## src/rtl/extended_gcd_inverse_unit.sv

```systemverilog
// rtl/extended_gcd_inverse_unit.sv - binary extended GCD / modular inverse engine
// One binary-GCD step per clock; degenerate operands skip straight to FINISH.
module extended_gcd_inverse_unit #(
  parameter int WORD_WIDTH = 32
) (
  input  logic                         clk,
  input  logic                         reset,
  input  logic                         start,
  input  logic                         mode,
  input  logic [WORD_WIDTH-1:0]        x,
  input  logic [WORD_WIDTH-1:0]        y,
  output logic                         busy,
  output logic                         done,
  output logic                         error,
  output logic [WORD_WIDTH-1:0]        gcd_result,
  output logic signed [WORD_WIDTH:0]   coeff_a,
  output logic signed [WORD_WIDTH:0]   coeff_b,
  output logic [WORD_WIDTH-1:0]        inverse
);
  localparam int W  = WORD_WIDTH;
  localparam int GW = $clog2(W) + 1;
  localparam logic signed [W+1:0] S_ONE = {{(W+1){1'b0}}, 1'b1};
  localparam logic [W-1:0]        U_ONE = {{(W-1){1'b0}}, 1'b1};

  typedef enum logic [1:0] {IDLE, STRIP2, REDUCE, FINISH} state_t;
  state_t state_q;

  logic [W-1:0]        u_q, v_q, u_d, v_d, xp_q, yp_q;
  logic signed [W+1:0] a_q, b_q, c_q, d_q, a_d, b_d, c_d, d_d;
  logic [GW-1:0]       g_q;
  logic                mode_q, force_err_q;

  logic signed [W+1:0] xs, ys, norm1, norm2;
  logic [W-1:0]        gcd_w;
  logic                gcd_is_one, inv_err;
  logic                unused_bits;

  // Invariants kept by the step: A*x' + B*y' = u and C*x' + D*y' = v.
  always_comb begin
    xs  = $signed({2'b00, xp_q});
    ys  = $signed({2'b00, yp_q});
    u_d = u_q;
    v_d = v_q;
    a_d = a_q;
    b_d = b_q;
    c_d = c_q;
    d_d = d_q;
    if (!u_q[0]) begin
      u_d = u_q >> 1;
      if (!a_q[0] && !b_q[0]) begin
        a_d = a_q >>> 1;
        b_d = b_q >>> 1;
      end else begin
        a_d = (a_q + ys) >>> 1;
        b_d = (b_q - xs) >>> 1;
      end
    end else if (!v_q[0]) begin
      v_d = v_q >> 1;
      if (!c_q[0] && !d_q[0]) begin
        c_d = c_q >>> 1;
        d_d = d_q >>> 1;
      end else begin
        c_d = (c_q + ys) >>> 1;
        d_d = (d_q - xs) >>> 1;
      end
    end else if (u_q >= v_q) begin
      u_d = u_q - v_q;
      a_d = a_q - c_q;
      b_d = b_q - d_q;
    end else begin
      v_d = v_q - u_q;
      c_d = c_q - a_q;
      d_d = d_q - b_q;
    end
  end

  // |C| <= y, so two conditional corrections land the inverse in [1, y-1].
  always_comb begin
    if (c_q[W+1])       norm1 = c_q + ys;
    else if (c_q >= ys) norm1 = c_q - ys;
    else                norm1 = c_q;
    if (norm1[W+1])       norm2 = norm1 + ys;
    else if (norm1 >= ys) norm2 = norm1 - ys;
    else                  norm2 = norm1;
  end

  assign gcd_w       = v_q << g_q;
  assign gcd_is_one  = (gcd_w == U_ONE);
  assign inv_err     = force_err_q || !gcd_is_one;
  assign unused_bits = ^{d_q[W+1], norm2[W+1:W]};

  always_ff @(posedge clk or negedge reset) begin
    if (!reset) begin
      state_q     <= IDLE;
      u_q         <= '0;
      v_q         <= '0;
      xp_q        <= '0;
      yp_q        <= '0;
      a_q         <= '0;
      b_q         <= '0;
      c_q         <= '0;
      d_q         <= '0;
      g_q         <= '0;
      mode_q      <= 1'b0;
      force_err_q <= 1'b0;
      busy        <= 1'b0;
      done        <= 1'b0;
      error       <= 1'b0;
      gcd_result  <= '0;
      coeff_a     <= '0;
      coeff_b     <= '0;
      inverse     <= '0;
    end else begin
      case (state_q)
        IDLE: begin
          done <= 1'b0;
          if (start) begin
            busy        <= 1'b1;
            error       <= 1'b0;
            mode_q      <= mode;
            g_q         <= '0;
            xp_q        <= x;
            yp_q        <= y;
            c_q         <= '0;
            d_q         <= '0;
            force_err_q <= (x == '0 && y == '0) || (mode && y[W-1:1] == '0);
            if (x == '0 && y == '0) begin
              v_q     <= '0;
              state_q <= FINISH;
            end else if (x == '0) begin
              v_q     <= y;
              d_q     <= S_ONE;
              state_q <= FINISH;
            end else if (y == '0) begin
              v_q     <= x;
              c_q     <= S_ONE;
              state_q <= FINISH;
            end else if (mode && y == U_ONE) begin
              v_q     <= U_ONE;
              d_q     <= S_ONE;
              state_q <= FINISH;
            end else begin
              u_q     <= x;
              v_q     <= y;
              state_q <= STRIP2;
            end
          end
        end
        STRIP2: begin
          if (!u_q[0] && !v_q[0]) begin
            u_q <= u_q >> 1;
            v_q <= v_q >> 1;
            g_q <= g_q + 1'b1;
          end else begin
            xp_q    <= u_q;
            yp_q    <= v_q;
            a_q     <= S_ONE;
            b_q     <= '0;
            c_q     <= '0;
            d_q     <= S_ONE;
            state_q <= REDUCE;
          end
        end
        REDUCE: begin
          u_q <= u_d;
          v_q <= v_d;
          a_q <= a_d;
          b_q <= b_d;
          c_q <= c_d;
          d_q <= d_d;
          if (u_d == '0) state_q <= FINISH;
        end
        FINISH: begin
          gcd_result <= gcd_w;
          if (mode_q) begin
            coeff_a <= '0;
            coeff_b <= '0;
            error   <= inv_err;
            inverse <= inv_err ? '0 : norm2[W-1:0];
          end else begin
            coeff_a <= c_q[W:0];
            coeff_b <= d_q[W:0];
            error   <= force_err_q;
            inverse <= '0;
          end
          done    <= 1'b1;
          busy    <= 1'b0;
          state_q <= IDLE;
        end
        default: state_q <= IDLE;
      endcase
    end
  end
endmodule

```

## config.mk

```make
export PLATFORM = sky130hd
export DESIGN_NAME = extended_gcd_inverse_unit
export DESIGN_NICKNAME = d
export VERILOG_FILES = /design/src/rtl/extended_gcd_inverse_unit.sv
export SDC_FILE = /design/constraint.sdc
export NUM_CORES = 2
export LEC_CHECK = 0
export BUFFER_PORTS_ARGS = -buffer_cell sky130_fd_sc_hd__buf_4
export CAP_MARGIN = 20
export CORE_UTILIZATION = 55
export DETAILED_ROUTE_END_ITERATION = 8
export GPL_TIMING_DRIVEN = 0
export HOLD_SLACK_MARGIN = 0.08
export PLACE_DENSITY = 0.72
export SLEW_MARGIN = 15
export SYNTH_ARGS = -nofsm -noshare
export SYNTH_HDL_FRONTEND = slang
export SYNTH_SLANG_ARGS = --single-unit
export TNS_END_PERCENT = 100
```

## constraint.sdc

```tcl
create_clock -name clk -period 9.4 [get_ports clk]
set_clock_uncertainty 0.2 [all_clocks]
set_input_delay 0.47 -clock clk [delete_from_list [all_inputs] [get_ports clk]]
set_output_delay 0.47 -clock clk [all_outputs]
set_load 0.03 [all_outputs]
```

==> out/metrics.cfg <==
[global_routing]
grt_antenna_before_repair=8
grt_pass1_wl_mm=312.9
grt_max_degree=98
grt_use_total=0.5092
overflow=0
first_global_vias=47610

[place]
routabilityCongestion=1.102
portBuffers=200
dpl.hpwl_mm=167.6

[synthesis]
synth_nets=6397
synth_cell_types=84
ys_top_cells_by_count=a21oi_1 (622), nand2_1 (569), nor2_1 (509)
synth_most_common_cell=a21oi_1
yosys_warnings=0
ys_ff_latch=407
seq_area_frac_synth=0.2258
yosysTopAreaCell=dfrtp_1
syn_avg_cell_area_um2=7.654
synthArstFlopShare=1.000
ys_top_cells_by_area=dfrtp_1 (23%), ha_1 (12%), a21oi_1 (6.9%), nand2_1 (4.7%), nor2_1 (4.2%)
synth_enable_flop_cells=0
syn-cell-area_um2=45110
synth-main-ff-cell=dfrtp_1
synth_top_area_share=0.2258
synthCells=5894

[timing]
worstMarginPinSlew_ns=1.268
hold_violations=0
period_minus_slack_ns=9.298
max-slew-margin-rel=0.1514
finalSetupViolations=0
max_freq_mhz=107.6
finalMaxSlewViolations=0
post-route-period-util=0.9892
whs_ns=0.1068
rsz0062_at_grt=false

[route]
drc=20
vias_per_cell=6.989
num_vias=51280
first_pass_iters=9
ant_nets=0
post_drt_wl_per_cell_um=29.65
drt_iter0_drc=7326
routed_wl_mm=217.6

[min_path]
worstHoldPathType=in -> reg

[clock_tree]
cts_tree=done
htree_levels=2
cts-root-buf=clkbuf_16
numCtsBuffers=51
clock_latency_ns=0.69
clock_sinks=407
cts_buffer_depth=3
cts.reportedPaths.clkPinSlew_ns=0.07
post-cts-setup-buffer-count=0

[critical_path]
cp_top_family=compound AO/OA/AOI/OAI gates
crit_top_cell=clkbuf_1
slowest_stage=dfrtp_1
critPathMaxStageDelay_ns=0.83
end_kind=register
worst-path-buf-inv=7
worstSetupPathType=reg -> reg
path_max_fanout=10
cp_data_arrival_time_ns=9.62
required_ns=9.73
start_kind=register

[floorplanning]
ios=201
die_area_um2=83170
die_h_um=288.4
num_rows=104
design.core.area_um2=80810
die_w_um=288.4
start_util=0.5583

[outcome]
violations=design-rule violations
outcome=finished with violations

[job]
drv_cap=0

[layout]
n_fill_cell=7334
area_delta_synth_final_pct=12.81
nets=6730
drive_gt1_frac=0.07735

cell type report:
| class | count | area [um^2] | area share |
|---|---|---|---|
| Tap cell | 1060 | 1326 | 0.02606 |
| Inverter | 387 | 1453 | 0.02854 |
| Antenna cell | 7 | 17.52 | 0.0003442 |
| Timing Repair Buffer | 280 | 2401 | 0.04718 |
| Clock inverter | 34 | 566.8 | 0.01114 |
| Sequential cell | 407 | 10190 | 0.2002 |
| Buffer | 385 | 1490 | 0.02928 |
| Clock buffer | 62 | 1398 | 0.02746 |
| Multi-Input combinational cell | 4715 | 32050 | 0.6298 |
final timing paths:
path                                              from                      end  slack (ns)  depth (start not counted)
worst max-delay path               yp_q[7]$_DFFE_PN0P_  inverse[13]$_DFFE_PN0P_        0.10                         28
worst min-delay path                              y[4]       v_q[4]$_DFFE_PN0P_        0.11                          5
worst max register to register     yp_q[7]$_DFFE_PN0P_  inverse[13]$_DFFE_PN0P_        0.10                         28
worst min register to register  inverse[4]$_DFFE_PN0P_   inverse[4]$_DFFE_PN0P_        0.29                          2
max in group asynchronous                        reset     yp_q[29]$_DFFE_PN0P_        7.08                          5
min in group asynchronous                        reset   coeff_a[7]$_DFFE_PN0P_        0.13                          2
worst register-to-register path: cells and delay by family (launching register included):
kind	cells	cell delay, ns
flip-flops	1	0.83
AO/OA/AOI/OAI	12	3.63
AND/OR/NAND/NOR	6	1.43
adder cells (fa/ha/maj)	2	0.79
buffers and inverters	7	1.93
multiplexers	1	0.33
logic make-up (layout without fill, tap and decap cells):
| family | Yosys count | in the layout | share of synthesized area |
|---|---|---|---|
| buffers and inverters | 772 | 1148 | 0.06484 |
| AO/OA/AOI/OAI | 2172 | 2172 | 0.3178 |
| AND/OR/NAND/NOR | 1659 | 1659 | 0.1673 |
| multiplexers | 148 | 148 | 0.04310 |
| other | 0 | 7 | 0 |
| XOR/XNOR | 301 | 301 | 0.05844 |
| flip-flops | 407 | 407 | 0.2258 |
| adder cells (fa/ha/maj) | 435 | 435 | 0.1228 |
metal layers:
metal / track usage / up-vias / wire [um]
met2: 0.7131 / 3767 / 86750
li1: - / 22080 / -
met5: 0 / - / 34
met1: 0.6274 / 24350 / 79680
met3: 0.1793 / 1076 / 29720
met4: 0.4168 / 6 / 21380
state kept, by name, summed over array words and instances (netlist names):
register / count
v_q: 32
busy: 1
a_q: 34
mode_q: 1
yp_q: 32
b_q: 34
state_q: 2
force_err_q: 1
gcd_result: 32
d_q: 34
coeff_b: 33
c_q: 34
u_q: 32
xp_q: 32
inverse: 32
done: 1
error: 1
g_q: 6
coeff_a: 33
cells in the final DEF, fill, tap and decap left out, types with 85 or more instances in the layout:
cell	n
ha_1	422
a21o_1	202
nor3_1	100
nand2_1	568
inv_1	382
o2bb2ai_1	85
a21oi_1	622
xnor2_1	196
nand3_1	88
mux2i_1	86
buf_4	200
dfrtp_1	403
a211oi_1	121
xor2_1	105
o21ai_0	377
o31ai_1	97
nor2_1	509
clkbuf_1	326
repair_timing:
item,CTS,global route
endpoints found under the setup margin,28,32
hold buffers,63,0
hold endpoints to repair,163,0
resized for setup,3,17
cloned,0,0
stage by stage:
stage          instance area (um^2)  std cells    util  TNS (ns)  worst slack (ns)
6_report                      50890       7337  0.6298         0            0.1020
5_1_grt                       50880       7330  0.6296         0           0.02912
4_1_cts                       50750       7324  0.6281         0           0.06356
3_5_place_dp                  48150       7165  0.5959    -2.970           -0.3952
3_3_place_gp                  47940       7154  0.5933   -0.8639           -0.2497
2_1_floorplan                 45110       5894       -         0             2.812
Power is not shown: default switching activity piles up to over one toggle a cycle in this logic, so the estimate is an artifact.
